**src/rtl/rlbp_stream_rx_if.sv**
```systemverilog
// rtl/rlbp_stream_rx_if.sv - Wishbone classic slave bundle for rlbp_stream_rx
//
// Signals: wbs_cyc_i/wbs_stb_i/wbs_we_i cycle controls, wbs_sel_i byte
// selects, wbs_adr_i address, wbs_dat_i write data, wbs_ack_o acknowledge,
// wbs_dat_o read data. The slave modport is the register block side and
// the master modport is the bus initiator side.
interface rlbp_stream_rx_if;
    logic        wbs_cyc_i;
    logic        wbs_stb_i;
    logic        wbs_we_i;
    logic [3:0]  wbs_sel_i;
    logic [31:0] wbs_adr_i;
    logic [31:0] wbs_dat_i;
    logic        wbs_ack_o;
    logic [31:0] wbs_dat_o;

    modport slave (
        input  wbs_cyc_i, wbs_stb_i, wbs_we_i, wbs_sel_i, wbs_adr_i, wbs_dat_i,
        output wbs_ack_o, wbs_dat_o
    );

    modport master (
        output wbs_cyc_i, wbs_stb_i, wbs_we_i, wbs_sel_i, wbs_adr_i, wbs_dat_i,
        input  wbs_ack_o, wbs_dat_o
    );
endinterface

```
**src/rtl/rlbp_stream_rx.sv**
```systemverilog
// rtl/rlbp_stream_rx.sv - serial pixel-macro word receiver with Wishbone FIFO readout
//
// Ports: wb_clk_i sole clock; wb_rst_i synchronous active-high reset;
// wbs Wishbone classic slave (DATA/STATUS/CTRL registers at BASE_ADDR);
// rlbp_clk_i/rlbp_data_i/rlbp_start_i/rlbp_done_i asynchronous serial
// inputs; irq_o registered level interrupt.
module rlbp_stream_rx #(
    parameter logic [31:0] BASE_ADDR  = 32'h3000_0000,
    parameter int          WORD_W     = 8,
    parameter int          FIFO_DEPTH = 16
) (
    input  logic                   wb_clk_i,
    input  logic                   wb_rst_i,
    rlbp_stream_rx_if.slave        wbs,
    input  logic                   rlbp_clk_i,
    input  logic                   rlbp_data_i,
    input  logic                   rlbp_start_i,
    input  logic                   rlbp_done_i,
    output logic                   irq_o
);
    localparam int          AW       = $clog2(FIFO_DEPTH);
    localparam logic [AW:0] DEPTH_C  = FIFO_DEPTH[AW:0];
    localparam logic [5:0]  LAST_BIT = 6'(WORD_W - 1);

    localparam logic [0:0] IDLE  = 1'b0;
    localparam logic [0:0] SHIFT = 1'b1;

    // Synchronizers, bit order {done, start, data, clk}
    logic [3:0] sync1, sync2, sync_d, rise;

    always_ff @(posedge wb_clk_i) begin
        if (wb_rst_i) begin
            sync1  <= '0;
            sync2  <= '0;
            sync_d <= '0;
        end else begin
            sync1  <= {rlbp_done_i, rlbp_start_i, rlbp_data_i, rlbp_clk_i};
            sync2  <= sync1;
            sync_d <= sync2;
        end
    end

    assign rise = sync2 & ~sync_d;

    logic clk_rise, start_rise, done_rise, data_bit;
    assign clk_rise   = rise[0];
    assign data_bit   = sync2[1];
    assign start_rise = rise[2];
    assign done_rise  = rise[3];

    // Control / status registers
    logic enable, irq_en, clear_pend;
    logic sticky_ov, sticky_fd, sticky_frag;
    logic [0:0] state;
    logic [5:0] bit_cnt;
    logic [WORD_W-1:0] shreg, shift_next;

    // Wishbone decode; the ~ack term keeps acks from running back-to-back
    logic       addr_hit, wb_req, pop, wr_status, wr_ctrl;
    logic [1:0] reg_off;
    assign addr_hit  = (wbs.wbs_adr_i[31:4] == BASE_ADDR[31:4]);
    assign wb_req    = wbs.wbs_cyc_i & wbs.wbs_stb_i & addr_hit & ~wbs.wbs_ack_o;
    assign reg_off   = wbs.wbs_adr_i[3:2];
    assign wr_status = wb_req & wbs.wbs_we_i & (reg_off == 2'd1) & wbs.wbs_sel_i[1];
    assign wr_ctrl   = wb_req & wbs.wbs_we_i & (reg_off == 2'd2) & wbs.wbs_sel_i[0];

    // FIFO
    logic [WORD_W-1:0] mem [FIFO_DEPTH];
    logic [AW-1:0]     wr_ptr, rd_ptr;
    logic [AW:0]       count;
    logic              fifo_full, fifo_empty;
    assign fifo_full  = (count == DEPTH_C);
    assign fifo_empty = (count == '0);
    assign pop        = wb_req & ~wbs.wbs_we_i & (reg_off == 2'd0) & ~fifo_empty;

    // Receive path events; done has priority over restart, restart over data
    logic in_shift, push, do_push, set_ov, set_fd, set_frag;
    assign in_shift   = (state == SHIFT) & enable;
    assign shift_next = (shreg << 1) | WORD_W'(data_bit);
    assign push       = in_shift & ~done_rise & ~start_rise & clk_rise & (bit_cnt == LAST_BIT);
    assign do_push    = push & (~fifo_full | pop) & ~clear_pend;
    assign set_ov     = push & fifo_full & ~pop & ~clear_pend;
    assign set_fd     = in_shift & done_rise;
    assign set_frag   = in_shift & ((done_rise & (bit_cnt != '0)) | (~done_rise & start_rise));

    always_ff @(posedge wb_clk_i) begin
        if (wb_rst_i) begin
            state   <= IDLE;
            bit_cnt <= '0;
            shreg   <= '0;
        end else begin
            case (state)
                IDLE: begin
                    if (start_rise && enable) begin
                        state   <= SHIFT;
                        bit_cnt <= '0;
                        shreg   <= '0;
                    end
                end
                default: begin
                    if (!enable || done_rise) begin
                        state   <= IDLE;
                        bit_cnt <= '0;
                    end else if (start_rise) begin
                        bit_cnt <= '0;
                    end else if (clk_rise) begin
                        shreg   <= shift_next;
                        bit_cnt <= push ? 6'd0 : bit_cnt + 6'd1;
                    end
                end
            endcase
        end
    end

    always_ff @(posedge wb_clk_i) begin
        if (do_push) mem[wr_ptr] <= shift_next;
    end

    // fifo_clear takes effect one cycle after the CTRL write
    always_ff @(posedge wb_clk_i) begin
        if (wb_rst_i || clear_pend) begin
            wr_ptr <= '0;
            rd_ptr <= '0;
            count  <= '0;
        end else begin
            if (do_push) wr_ptr <= wr_ptr + 1'b1;
            if (pop)     rd_ptr <= rd_ptr + 1'b1;
            count <= count + {{AW{1'b0}}, do_push} - {{AW{1'b0}}, pop};
        end
    end

    // Read mux
    logic [31:0] status_word, rdata;
    assign status_word = {18'b0, state == SHIFT, sticky_frag, sticky_fd, sticky_ov,
                          fifo_full, fifo_empty, 1'b0, 7'(count)};

    always_comb begin
        rdata = 32'h0;
        case (reg_off)
            2'd0:    rdata = fifo_empty ? 32'h0 : (32'h8000_0000 | 32'(mem[rd_ptr]));
            2'd1:    rdata = status_word;
            2'd2:    rdata = {30'b0, irq_en, enable};
            default: rdata = 32'h0;
        endcase
    end

    // Sticky flags: a new event in the same cycle as a W1C wins
    always_ff @(posedge wb_clk_i) begin
        if (wb_rst_i) begin
            enable        <= 1'b0;
            irq_en        <= 1'b0;
            clear_pend    <= 1'b0;
            sticky_ov     <= 1'b0;
            sticky_fd     <= 1'b0;
            sticky_frag   <= 1'b0;
            wbs.wbs_ack_o <= 1'b0;
            wbs.wbs_dat_o <= 32'h0;
            irq_o         <= 1'b0;
        end else begin
            wbs.wbs_ack_o <= wb_req;
            wbs.wbs_dat_o <= (wb_req && !wbs.wbs_we_i) ? rdata : 32'h0;
            clear_pend    <= wr_ctrl & wbs.wbs_dat_i[2];
            if (wr_ctrl) begin
                enable <= wbs.wbs_dat_i[0];
                irq_en <= wbs.wbs_dat_i[1];
            end
            sticky_ov   <= (sticky_ov   & ~(wr_status & wbs.wbs_dat_i[10])) | set_ov;
            sticky_fd   <= (sticky_fd   & ~(wr_status & wbs.wbs_dat_i[11])) | set_fd;
            sticky_frag <= (sticky_frag & ~(wr_status & wbs.wbs_dat_i[12])) | set_frag;
            irq_o       <= irq_en & (sticky_fd | sticky_ov);
        end
    end

    logic unused_ok;
    assign unused_ok = ^{wbs.wbs_adr_i[1:0], wbs.wbs_sel_i[3:2],
                         wbs.wbs_dat_i[31:13], wbs.wbs_dat_i[9:3]};
endmodule
```
**src/flat_wrapper.sv**
```systemverilog
// flat-port wrapper written by rule: the top's interface ports become plain ports
module rlbp_stream_rx_flat 
#(
    parameter logic [31:0] BASE_ADDR  = 32'h3000_0000,
    parameter int          WORD_W     = 8,
    parameter int          FIFO_DEPTH = 16
)
  (wb_clk_i, wb_rst_i, rlbp_clk_i, rlbp_data_i, rlbp_start_i, rlbp_done_i, irq_o, wbs_wbs_cyc_i, wbs_wbs_stb_i, wbs_wbs_we_i, wbs_wbs_sel_i, wbs_wbs_adr_i, wbs_wbs_dat_i, wbs_wbs_ack_o, wbs_wbs_dat_o);
  rlbp_stream_rx_if wbs_i ();
  input  logic wb_clk_i;
  input  logic wb_rst_i;
  input  logic rlbp_clk_i;
  input  logic rlbp_data_i;
  input  logic rlbp_start_i;
  input  logic rlbp_done_i;
  output logic irq_o;
  input wire logic [$bits(wbs_i.wbs_cyc_i)-1:0] wbs_wbs_cyc_i;
  input wire logic [$bits(wbs_i.wbs_stb_i)-1:0] wbs_wbs_stb_i;
  input wire logic [$bits(wbs_i.wbs_we_i)-1:0] wbs_wbs_we_i;
  input wire logic [$bits(wbs_i.wbs_sel_i)-1:0] wbs_wbs_sel_i;
  input wire logic [$bits(wbs_i.wbs_adr_i)-1:0] wbs_wbs_adr_i;
  input wire logic [$bits(wbs_i.wbs_dat_i)-1:0] wbs_wbs_dat_i;
  output wire logic [$bits(wbs_i.wbs_ack_o)-1:0] wbs_wbs_ack_o;
  output wire logic [$bits(wbs_i.wbs_dat_o)-1:0] wbs_wbs_dat_o;
  assign wbs_i.wbs_cyc_i = wbs_wbs_cyc_i;
  assign wbs_i.wbs_stb_i = wbs_wbs_stb_i;
  assign wbs_i.wbs_we_i = wbs_wbs_we_i;
  assign wbs_i.wbs_sel_i = wbs_wbs_sel_i;
  assign wbs_i.wbs_adr_i = wbs_wbs_adr_i;
  assign wbs_i.wbs_dat_i = wbs_wbs_dat_i;
  assign wbs_wbs_ack_o = wbs_i.wbs_ack_o;
  assign wbs_wbs_dat_o = wbs_i.wbs_dat_o;
  rlbp_stream_rx #(.BASE_ADDR(BASE_ADDR), .WORD_W(WORD_W), .FIFO_DEPTH(FIFO_DEPTH)) u_core (.wb_clk_i(wb_clk_i), .wb_rst_i(wb_rst_i), .wbs(wbs_i), .rlbp_clk_i(rlbp_clk_i), .rlbp_data_i(rlbp_data_i), .rlbp_start_i(rlbp_start_i), .rlbp_done_i(rlbp_done_i), .irq_o(irq_o));
endmodule
```
**config.mk**
```make
export PLATFORM = sky130hd
export DESIGN_NAME = rlbp_stream_rx_flat
export DESIGN_NICKNAME = d
export VERILOG_FILES = /design/src/rtl/rlbp_stream_rx_if.sv /design/src/rtl/rlbp_stream_rx.sv /design/src/flat_wrapper.sv
export SDC_FILE = /design/constraint.sdc
export NUM_CORES = 1
export LEC_CHECK = 0
export CORE_MARGIN = 10
export CORE_UTILIZATION = 50
export DETAILED_ROUTE_END_ITERATION = 12
export PLACE_DENSITY = 0.8
export RECOVER_POWER = 25
export SLEW_MARGIN = 40
export SYNTH_ARGS = -nofsm -noshare
export SYNTH_HDL_FRONTEND = slang
export SYNTH_SLANG_ARGS = --single-unit
```
**constraint.sdc**
```tcl
create_clock -name wb_clk_i -period 8 [get_ports wb_clk_i]
set_input_delay 1.6 -clock wb_clk_i [delete_from_list [all_inputs] [get_ports wb_clk_i]]
set_output_delay 1.6 -clock wb_clk_i [all_outputs]
set_load 0.02 [all_outputs]
```
# [After elaboration in Yosys (flattened, before gate mapping)]
# Memories as Yosys holds them, arrays and structs flattened. A register that Yosys moved wholly into a read port is not among the register bits.
# Cells that the tools add are included.
[word_totals] register_bits=79 mem_bits_rw=128 in_bits=77 word_cells=120 memories=1
[op_classes] n_addsub=5 eq_ne=9 n_mux=20 n_bitwise=54 reduce_logical=13
[memory_table] name="u_core.mem" depth=16 width=8 read_ports=1 rd_ports_with_merged_regs=1 write_ports=1 line="rlbp_stream_rx.sv:68" rtl="logic [WORD_W-1:0] mem [FIFO_DEPTH];"
[op_table] cell="32-bit case mux with 3 select lines" n=1
[op_table] cell="6-bit two-way mux" n=6
[op_table] cell="7-bit two-way mux" n=5
[op_table] cell="1-bit AND" n=33
[op_table] cell="32-bit two-way mux" n=1
[op_table] cell="28-bit by 26-bit equality test with 1-bit output, second input constant" n=1
[op_table] cell="1-bit NOT" n=12
[op_table] cell="4-bit by 1-bit adder with 4-bit output, second input constant" n=2
[op_table] cell="4-bit two-way mux" n=2
[op_table] cell="8-bit by 1-bit bitwise OR with 8-bit output" n=1
[op_table] cell="6-bit by 1-bit adder with 6-bit output, second input constant" n=1
[op_table] cell="6-bit by 3-bit equality test with 1-bit output, second input constant" n=1
[op_table] cell="1-bit bitwise OR" n=6
[op_table] cell="6-bit nonzero test" n=1
[op_table] cell="5-bit by 1-bit adder with 5-bit output" n=1
[op_table] cell="5-bit equality test, second input constant" n=1
[op_table] cell="5-bit logical NOT" n=1
[op_table] cell="1-bit two-way mux" n=5
[op_table] cell="5-bit by 1-bit subtractor with 5-bit output" n=1
[op_table] cell="4-bit AND" n=1
[op_table] cell="2-bit != test, second input constant" n=2
[op_table] cell="4-bit by 2-bit != test with 1-bit output, second input constant" n=1
[op_table] cell="4-bit NOT" n=1
[op_table] cell="4-bit AND reduction" n=1
[op_table] cell="10 further kinds" n=13

# [Depth between registers and ports, before layout]
# Gate-level depths: netlist of run 1.
[logic_depth] ltp_word=12 depth_mapped=16 depth_no_buf=15

# [Worst setup path before layout of run 1]
# OpenSTA, ideal clock, no wires.
[synth_path] path_kind="input to register" from="input wbs_wbs_adr_i[12]" to="memory u_core.mem[0][0], enable pin" arrival_ps=3712 path_slack_ps=3891 stages=6 n_path_buf=1 cell_sequence="nor4_1 > nand4_1 > or3_1 > o31a_1 > buf_2 > nor4b_1"
[synth_via] elab_chain_cells=11
[synth_rtl] item="start, declared" line="flat_wrapper.sv:21" rtl="input wire logic [$bits(wbs_i.wbs_adr_i)-1:0] wbs_wbs_adr_i;"
[synth_rtl] item="28-bit by 26-bit equality test with 1-bit output" line="rlbp_stream_rx.sv:61" rtl="assign addr_hit = (wbs.wbs_adr_i[31:4] == BASE_ADDR[31:4]);"
[synth_rtl] item="1-bit AND (2 in series)" line="rlbp_stream_rx.sv:62" rtl="assign wb_req = wbs.wbs_cyc_i & wbs.wbs_stb_i & addr_hit & ~wbs.wbs_ack_o;"
[synth_rtl] item="1-bit AND (3 in series)" line="rlbp_stream_rx.sv:74" rtl="assign pop = wb_req & ~wbs.wbs_we_i & (reg_off == 2'd0) & ~fifo_empty;"
[synth_rtl] item="1-bit bitwise OR" line="rlbp_stream_rx.sv:81" rtl="assign do_push = push & (~fifo_full | pop) & ~clear_pend;"
[synth_rtl] item="1-bit AND (2 in series)" line="rlbp_stream_rx.sv:81"
[synth_rtl] item="1-bit two-way mux" line="rlbp_stream_rx.sv:116" rtl="if (do_push) mem[wr_ptr] <= shift_next;"
[synth_rtl] item="1-bit two-way mux (not written as such)" line="rlbp_stream_rx.sv:116"
[synth_rtl] item="end, declared" line="rlbp_stream_rx.sv:68"
# No other way between the ends.

# [Final worst setup path of run 1]
[layout_path] from="input wbs_wbs_adr_i[2]" to="register u_core.count[4]"
[layout_via] elab_chain_cells=8
[layout_rtl] item="2-bit logical NOT *" line="rlbp_stream_rx.sv:74"
[layout_rtl] item="1-bit AND * (2 in series)" line="rlbp_stream_rx.sv:74"
[layout_rtl] item="named net u_core.pop" line="rlbp_stream_rx.sv:59" rtl="logic addr_hit, wb_req, pop, wr_status, wr_ctrl;"
[layout_rtl] item="1-bit bitwise OR" line="rlbp_stream_rx.sv:81"
[layout_rtl] item="1-bit AND (2 in series)" line="rlbp_stream_rx.sv:81"
[layout_rtl] item="5-bit by 1-bit adder with 5-bit output" line="rlbp_stream_rx.sv:128" rtl="count <= count + {{AW{1'b0}}, do_push} - {{AW{1'b0}}, pop};"
[layout_rtl] item="5-bit by 1-bit subtractor with 5-bit output *" line="rlbp_stream_rx.sv:128"
[layout_rtl] item="end signal, assigned" line="rlbp_stream_rx.sv:128"
[layout_rtl] item="end, declared" line="rlbp_stream_rx.sv:70" rtl="logic [AW:0] count;"
# Mark *: on every way through the listed nets, which the timed path passes. The rest lies on a longest branch.
# A chain may end at the register's enable or synchronous reset.

==> metrics, run 1 <==
LEAKAGE 3.06 nW; top cells by area, synth edfxtp_1 (49%), dfxtp_1 (17%), mux4_2 (9.8%); Die Span X 145 um; Cell variety after synth 50; Setup Total Neg Slack 0 ns; synthesized area just under 8000 um^2; Ports 111; first-pass GRT wire length around 26000 um; CTS Hold Bufs 0; slowest CP cell or3_1; Register Area 5150 um^2; Worst Hold Class reg2reg; outcome complete, no violations; worst flop-to-flop path startpoint u_core.count[2]; Slew @ Worst Pin 0.794 ns; Critical Path RT 8.33 ns; largest area contributor in the netlist edfxtp_1; Layout Area Growth over Synthesis 17.7%; DRT iter0 DRCs 413; CP delay by family, top simple AND/OR/NAND/NOR gates; GPL Wtd Cong 0.830; WP data arrival 4.73 ns; clock slew at reported path FFs 0.06 ns; detailed placement HPWL 11300 um; Worst path max stage delay 0.57 ns; chip height around 150 um; Post-CTS Resized 0; CTS H-Tree Depth 4; cell area after placement roughly 8700 um^2; share of layout cells above drive strength 1 0.143; CTS buffer count 17; maximum clock rate 227 MHz; CTS tree built; max-cap violation count 0; Setup CP Type in2reg; number of global-route vias before repair 4552; clk root buf clkbuf_16; flops & latches, synth 193; Worst Setup SP wbs_wbs_adr_i[2]; yosys warns 0; asr flop ratio synth 0; hold_sp u_core.sync1[1]; syn_area_per_cell 14.7 um^2; Syn Inst Count 535; largest net degree at the start of global routing 37; Layout Nets 688; grt ovf 0; Buffers on Ports 63; Post-CTS Setup Bufs 0; pre-CTS WS 3.19 ns; core area between 15000 and 20000 um^2; Via Count 4624; worst setup margin around 3.6 ns; RSZ-0062 raised after global routing no; initial core utilization 0.512; later-pin clock latency in the skew report between 0.4 and 0.5 ns; WL final about 16000 um; Critical Path Start Type input pin; Post-synth top cells edfxtp_1 (128), dfxtp_1 (65), mux4_2 (34), nand2_1 (28), nor2_1 (25); DRT Pass-1 Iters 5; row count 45; Worst Skew between 0.008 and 0.009 ns; number of fill cells ~1100; number of diodes 0; post-route cell area 9240 um^2; wire length per cell about 20 um; CP Max Fanout 9; top-area cell type share of the netlist area 0.490; fin crit share 0.551; max_slew headroom 0.470; DRC viols 0; fin. max-slew vios 0; Clock Sink Count 193; post-route minimum period 4.40 ns; top_reg_cell synth edfxtp_1; Multi-input gate area 2540 um^2; crit path cell chain clkdlybuf4s50_1 -> or3_1 -> or4_4 -> inv_1 -> ha_1 -> inv_1 -> ha_1 -> fa_1 -> a21oi_1 -> nor2_1 -> nor2_1 -> xnor2_1 -> nor2_1; EDFF count, synth 128; die area 21100 um^2; Seq/Total Area, Yosys 0.656; CTS max path bufs 2; Final Hold Fails 0; sum of buffers and inverters on the critical path 3; antenna-violating nets left 0; Peak supply drop 0.185 mV; Layout Utilization 0.603; total power draw around 1.9 mW; most frequent CP cell nor2_1; via/cell ratio 5.63; antenna violations before repair 0; PwrDens a little over 200 nW/um^2; crit end category flop; cell with the most instances after synthesis edfxtp_1; GRT Total Usage 0.156; # setup viols final 0
==> kinds of logic after synthesis <==
family	share of synthesized area
flops	0.656
other cells	0.000478
mux	0.107
xor+xnor	0.0112
simple gates	0.120
compound gates	0.0435
fa+ha+maj	0.0233
buf+inv	0.0389
==> power by group <==
group | leakage (nW) | internal (mW) | total [mW] | switching, mW
combinational | 1.11 | 0.0238 | 0.0434 | 0.0196
clock | 0.256 | 0.433 | 0.777 | 0.344
sequential | 1.69 | 1.05 | 1.05 | 0.00160
total | 3.06 | 1.51 | 1.87 | 0.365
==> routing by layer <==
| metal | part of all wire | vias up | GRT usage |
|---|---|---|---|
| met4 | 0.023 | 0 | 0.0672 |
| met2 | 0.51 | 183 | 0.255 |
| met5 | 0 | - | 0 |
| li1 | - | 2112 | - |
| met1 | 0.39 | 2301 | 0.194 |
| met3 | 0.069 | 28 | 0.0391 |
==> registers in the layout (all words and copies together) (netlist names), 5 cells and up, named ones only <==
signal	cells
u_core.shreg	7
u_core.bit_cnt	6
u_core.wbs.wbs_dat_o	15
u_core.count	5
u_core.mem	128
==> cell type report <==
cell class	instances	area share
clock buffer	21	0.0488
clock inverter	11	0.00962
inverter	17	0.00691
multi-input combinational	298	0.275
sequential	193	0.558
tap	211	0.0286
timing repair buffer	70	0.0739
==> layout by cell type, fill, tap and decap left out, types with 4 or more instances in the layout <==
cell type,count
edfxtp_1,128
clkdlybuf4s50_1,63
dfxtp_1,62
mux4_2,34
nand2_1,28
nor2_1,25
nor2b_1,22
a21oi_1,22
nand3_1,17
inv_1,17
conb_1,17
clkbuf_16,17
ha_1,13
nand4_1,12
xnor2_1,9
and2_1,8
or3_1,7
nor4_1,7
mux2i_1,7
buf_4,7
nor3b_4,6
nand2b_1,5
a22oi_1,5
a31oi_1,5
nor4b_1,4
nor3b_1,4
==> per-stage QoR <==
step | hold WS [ns] | std cells
floorplan | 0.414 | 551
global placement | 0.425 | 789
detailed placement | 0.430 | 789
CTS | 0.444 | 821
global route | 0.460 | 821
finish | 0.437 | 821
==> worst register-to-register path: cells and delay by family (launching register included) <==
family / cells / cell delay (ns)
XOR/XNOR: 1 / 0.13
flip-flops: 1 / 0.35
adder cells (fa/ha/maj): 4 / 1.06
AND/OR/NAND/NOR: 6 / 1.37
AO/OA/AOI/OAI: 1 / 0.15
buffers and inverters: 3 / 0.32
==> path summary, 6_finish.rpt <==
| path | to | slack, ns | cells after the start |
|---|---|---|---|
| worst max-delay path | u_core.count[4] | 3.60 | 13 |
| worst min-delay path | u_core.sync2[1] | 0.44 | 1 |
| worst max register to register | u_core.count[4] | 4.51 | 15 |
| worst min register to register | u_core.sync2[1] | 0.44 | 1 |
Power figures use the tool's default switching activity.
==> run 2: changes to the inputs <==
==> constraint.sdc (replaced) <==
create_clock -name wb_clk_i -period 4.3 [get_ports wb_clk_i]
set_input_delay 0.86 -clock wb_clk_i [delete_from_list [all_inputs] [get_ports wb_clk_i]]
set_output_delay 0.86 -clock wb_clk_i [all_outputs]
set_load 0.02 [all_outputs]
==> run 2 against run 1 <==
- first-iteration DRC count up 14%
- die area unchanged
- cell count increased by 1.6%
- register-to-register slack got worse by 3.7 ns
- hold slack better by 0.0069 ns
- critical path depth up 1
- sequential share of layout area decreased by 0.52 points
- via count up 1.4%
- sequential cell count did not move
- global-route usage fell by 0.11 points
- critical endpoint unchanged
==> metrics, run 2 (same netlist as run 1, synthesis figures left out) <==
row count 45; commonest non-fill, non-tap cells in the layout edfxtp_1 (128), clkdlybuf4s50_1 (63), dfxtp_1 (62), mux4_2 (34), nand2_1 (28); post-route minimum period 3.55 ns; post-route cell area 9330 um^2; crit path cell chain clkdlybuf4s50_1 -> nor4bb_1 -> nand4_1 -> or4_4 -> inv_1 -> ha_1 -> inv_1 -> ha_1 -> fa_1 -> a21oi_1 -> nor2_1 -> nor2_1 -> xnor2_1 -> nor2_1; CTS buffer count 17; grt ovf 0; LEAKAGE 3.09 nW; clock slew at reported path FFs 0.06 ns; initial core utilization 0.512; final hold slack 0.444 ns; Setup CP Type in2reg; die area between 20000 and 25000 um^2; DRC viols 0; Layout Area Growth over Synthesis 18.8%; max FFs per register approximately 130; # setup viols final 0; fin. max-slew vios 0; largest net degree at the start of global routing 37; most frequent CP cell nor2_1; Via Count 4689; PwrDens 391 nW/um^2; via/cell ratio 5.62; share of layout cells above drive strength 1 0.151; total power draw 3.64 mW; GPL Wtd Cong about 0.82; cell area after placement about 8700 um^2; number of diodes 0; detailed placement HPWL 11400 um; Worst path max stage delay 0.60 ns; CTS max path bufs 2; CP delay by family, top simple AND/OR/NAND/NOR gates; clk root buf clkbuf_16; sum of buffers and inverters on the critical path 3; number of global-route vias before repair ~4700; Critical Path RT 4.62 ns; slowest CP cell or4_4; Setup Total Neg Slack 0 ns; first-pass GRT wire length 25900 um; Slew @ Worst Pin 0.694 ns; max-cap violation count 0; number of fill cells 1116; chip height 145 um; DRT Pass-1 Iters 4; antenna violations before repair 0; Ports between 100 and 150; WP data arrival approximately 3.9 ns; crit end category flop; RSZ-0062 raised after global routing no; GRT Total Usage 0.155; later-pin clock latency in the skew report 0.44 ns; Worst Skew 0.0100 ns; Die Span X around 150 um; DRT iter0 DRCs 469; wire length per cell 19.5 um; Final Hold Fails 0; outcome complete, no violations; max_slew headroom 0.533; top flop regs u_core.mem (128), u_core.wbs.wbs_dat_o (15), u_core.shreg (7); Post-CTS Resized 0; CTS Hold Bufs 0; CTS tree built; antenna-violating nets left 0; core area 15300 um^2; Critical Path Start Type input pin; WL final approximately 16000 um; Clock Sink Count approximately 190; Buffers on Ports 63; commonest non-fill, non-tap cell in the layout edfxtp_1; CTS H-Tree Depth 4; Post-CTS Setup Bufs 0; CP Max Fanout 5; Top reg by flops u_core.mem; Peak supply drop 0.302 mV; maximum clock rate between 200 and 300 MHz; fin crit share 0.825; Worst Hold Class reg2reg; Layout Nets about 700
## run 2: where the power goes
part	switching [mW]	internal, mW	total (mW)	leakage, nW
Combinational	0.0358	0.0442	0.0801	1.11
Clock	0.679	0.923	1.60	0.287
Sequential	0.00301	1.96	1.96	1.69
Total	0.718	2.92	3.64	3.09
## run 2: area by class of cell
class / count / area [um^2] / share of cell area
sequential: 193 / 5150 / 0.552
clock inverter: 14 / 180 / 0.0193
clock buffer: 18 / 429 / 0.0460
timing repair buffer: 83 / 781 / 0.0837
tap: 211 / 264 / 0.0283
multi-input combinational: 298 / 2460 / 0.263
inverter: 17 / 63.8 / 0.00684
## run 2: final timing paths
check                           depth (start not counted)            start  slack [ns]               to
worst min-delay path                                    1  u_core.sync1[2]        0.44  u_core.sync2[2]
worst max register to register                         14  u_core.count[2]        0.84  u_core.count[4]
worst max-delay path                                   14    wbs_wbs_stb_i        0.75  u_core.count[4]
worst min register to register                          1  u_core.sync1[2]        0.44  u_core.sync2[2]
## run 2: layer usage
| metal | GRT usage | vias to the layer above | share of wire |
|---|---|---|---|
| li1 | - | 2142 | - |
| met1 | 0.189 | 2370 | 0.40 |
| met2 | 0.258 | 154 | 0.52 |
| met3 | 0.0369 | 23 | 0.066 |
| met4 | 0.0688 | 0 | 0.020 |
| met5 | 0 | - | 0 |
## run 2: per-stage QoR
step | util | cells | setup WS, ns
after floorplan | - | 551 | 0.931
after global placement | 0.569 | 802 | 0.407
after detailed placement | 0.569 | 802 | 0.313
after CTS | 0.609 | 834 | 0.771
after global routing | 0.609 | 834 | 0.593
final | 0.609 | 834 | 0.752
## run 2: worst reg2reg max path, stage by stage (launching register included)
cell,delay [ns]
dfxtp_1,0.33
inv_1,0.09
ha_1,0.17
nor4bb_1,0.61
nor2_1,0.12
nand3_1,0.14
o31a_1,0.55
inv_1,0.11
ha_1,0.24
fa_1,0.46
a21oi_1,0.15
nor2_1,0.06
nor2_1,0.12
xnor2_1,0.14
nor2_1,0.05
==> run 3: changes to the inputs <==
==> constraint.sdc (replaced) <==
create_clock -name wb_clk_i -period 3.4 [get_ports wb_clk_i]
set_input_delay 0.68 -clock wb_clk_i [delete_from_list [all_inputs] [get_ports wb_clk_i]]
set_output_delay 0.68 -clock wb_clk_i [all_outputs]
set_load 0.02 [all_outputs]
==> run 3 against run 2 <==
- routed wire length increased by 4.8%
- total power increased by 22%
- clock power increased by 16%
- die area unchanged
- sequential power increased by 27%
- non-clock buffer count increased by 14
- first-iteration DRC count decreased by 22%
- clock skew about the same
- combinational power increased by 35%
- register-to-register slack got worse by 0.65 ns
- core utilization increased by 0.41 points
- critical endpoint unchanged
==> metrics, run 3 (same netlist as run 1, synthesis figures left out) <==
number of fill cells roughly 1100; Slew @ Worst Pin ~0.74 ns; detailed placement HPWL between 10000 and 15000 um; Final Hold Fails 0; Critical Path RT approximately 3.7 ns; WP data arrival roughly 3.5 ns; Peak supply drop 0.471 mV; crit end category flop; RSZ-0062 raised after global routing no; post-route minimum period ~3.2 ns; GPL Wtd Cong ~0.84; number of global-route vias before repair 4880; antenna-violating nets left 0; DRC viols 0; PwrDens 473 nW/um^2; CTS buffer count 17; clock slew at reported path FFs 0.06 ns; max-cap violation count 0; top flop regs u_core.mem (128), u_core.wbs.wbs_dat_o (15), u_core.shreg (7); WL met2 9050 um; commonest non-fill, non-tap cell in the layout edfxtp_1; CTS max path bufs 2; final hold slack 0.440 ns; Critical Path Start Type input pin; Worst Skew 0.0105 ns; fin crit share 0.947; max_slew headroom 0.507; CTS tree built; number of diodes 0; Setup CP Type in2reg; antenna violations before repair 0; Die Span X around 150 um; Clock Sink Count 193; first-pass GRT wire length 26700 um; M1 wire length 6530 um; met3 routed wirelength 1020 um; WL final 17000 um; LEAKAGE 3.14 nW; Buffers on Ports 63; Worst Hold Class reg2reg; Layout Area Growth over Synthesis 19.6%; Via Count approximately 4800; cell area after placement 8810 um^2; DRT iter0 DRCs between 300 and 400; chip height between 100 and 150 um; Setup Total Neg Slack 0 ns; Top reg by flops u_core.mem; CTS H-Tree Depth 4; core area 15300 um^2; outcome complete, no violations; wire length per cell 20.1 um; Worst Setup SP wbs_wbs_adr_i[16]; Layout Nets 715; Ports 111; post-route cell area about 9400 um^2; CP Max Fanout 2; die area between 20000 and 25000 um^2; grt ovf 0; GRT Total Usage 0.160; share of layout cells above drive strength 1 0.174; row count 45; Max Used Layer met4; # setup viols final 0; commonest non-fill, non-tap cells in the layout edfxtp_1 (128), clkdlybuf4s50_1 (63), dfxtp_1 (61), mux4_2 (34), buf_4 (34); CTS Hold Bufs 0; hold_sp u_core.sync1[2]; via/cell ratio approximately 5.6; later-pin clock latency in the skew report 0.44 ns; clk root buf clkbuf_16; fin. max-slew vios 0; worst flop-to-flop path startpoint u_core.count[2]; maximum clock rate 310 MHz; largest net degree at the start of global routing 32; DRT Pass-1 Iters 5; max FFs per register 128; total power draw 4.44 mW; initial core utilization 0.512
run 3: cell types whose count changed in the layout (fill, tap and decap cells not counted), moves of 2 or more:
cell       delta
dfxtp_2       +2
bufinv_16     -3
nor4_1        -2
buf_4        +14
nor4_2        +2
run 3: power breakdown:
part / switching [mW] / internal [mW] / leakage [nW]
Clock: 0.890 / 0.961 / 0.261
Combinational: 0.0484 / 0.0593 / 1.18
Sequential: 0.00371 / 2.48 / 1.69
Total: 0.942 / 3.50 / 3.13
run 3: final timing paths:
| check | endpoint | slack (ns) | depth (start not counted) |
|---|---|---|---|
| max reg2reg | u_core.count[4] | 0.19 | 15 |
| min | u_core.sync2[2] | 0.44 | 1 |
| min reg2reg | u_core.sync2[2] | 0.44 | 1 |
| max | u_core.count[4] | 0.18 | 14 |
run 3: layout make-up:
type / count / area, um^2 / share of cell area
clock buffer: 19 / 433 / 0.0461
timing repair buffer: 97 / 886 / 0.0944
sequential: 193 / 5150 / 0.549
tap: 211 / 264 / 0.0281
multi-input combinational: 298 / 2470 / 0.263
inverter: 17 / 63.8 / 0.00680
clock inverter: 13 / 123 / 0.0131
run 3: layer usage:
layer,track usage,up-vias
met1,0.187,2388
met3,0.0326,29
met2,0.278,196
met5,0,-
met4,0.0738,0
li1,-,2167
run 3: per-stage QoR:
stage                     instances   util  worst slack, ns
final                           848  0.613            0.179
after global routing            848  0.613           0.0103
after CTS                       847  0.611            0.122
after detailed placement        815  0.575           -0.283
after global placement          815  0.575           -0.237
after floorplan                 551      -            0.211
run 3: repair_timing:
item,CTS,global route
buffers inserted,0,1
resized for setup,0,4
hold endpoints to repair,0,0
setup endpoints to repair,0,1
run 3: critical path: stages:
cell,delay [ns]
clkdlybuf4s50_1,0.40
nor4_1,0.32
nand4_1,0.18
or4_4,0.53
inv_1,0.11
ha_1,0.12
inv_1,0.04
ha_1,0.22
fa_1,0.42
a21oi_1,0.14
nor2_1,0.05
nor2_1,0.11
xnor2_1,0.14
nor2_1,0.07
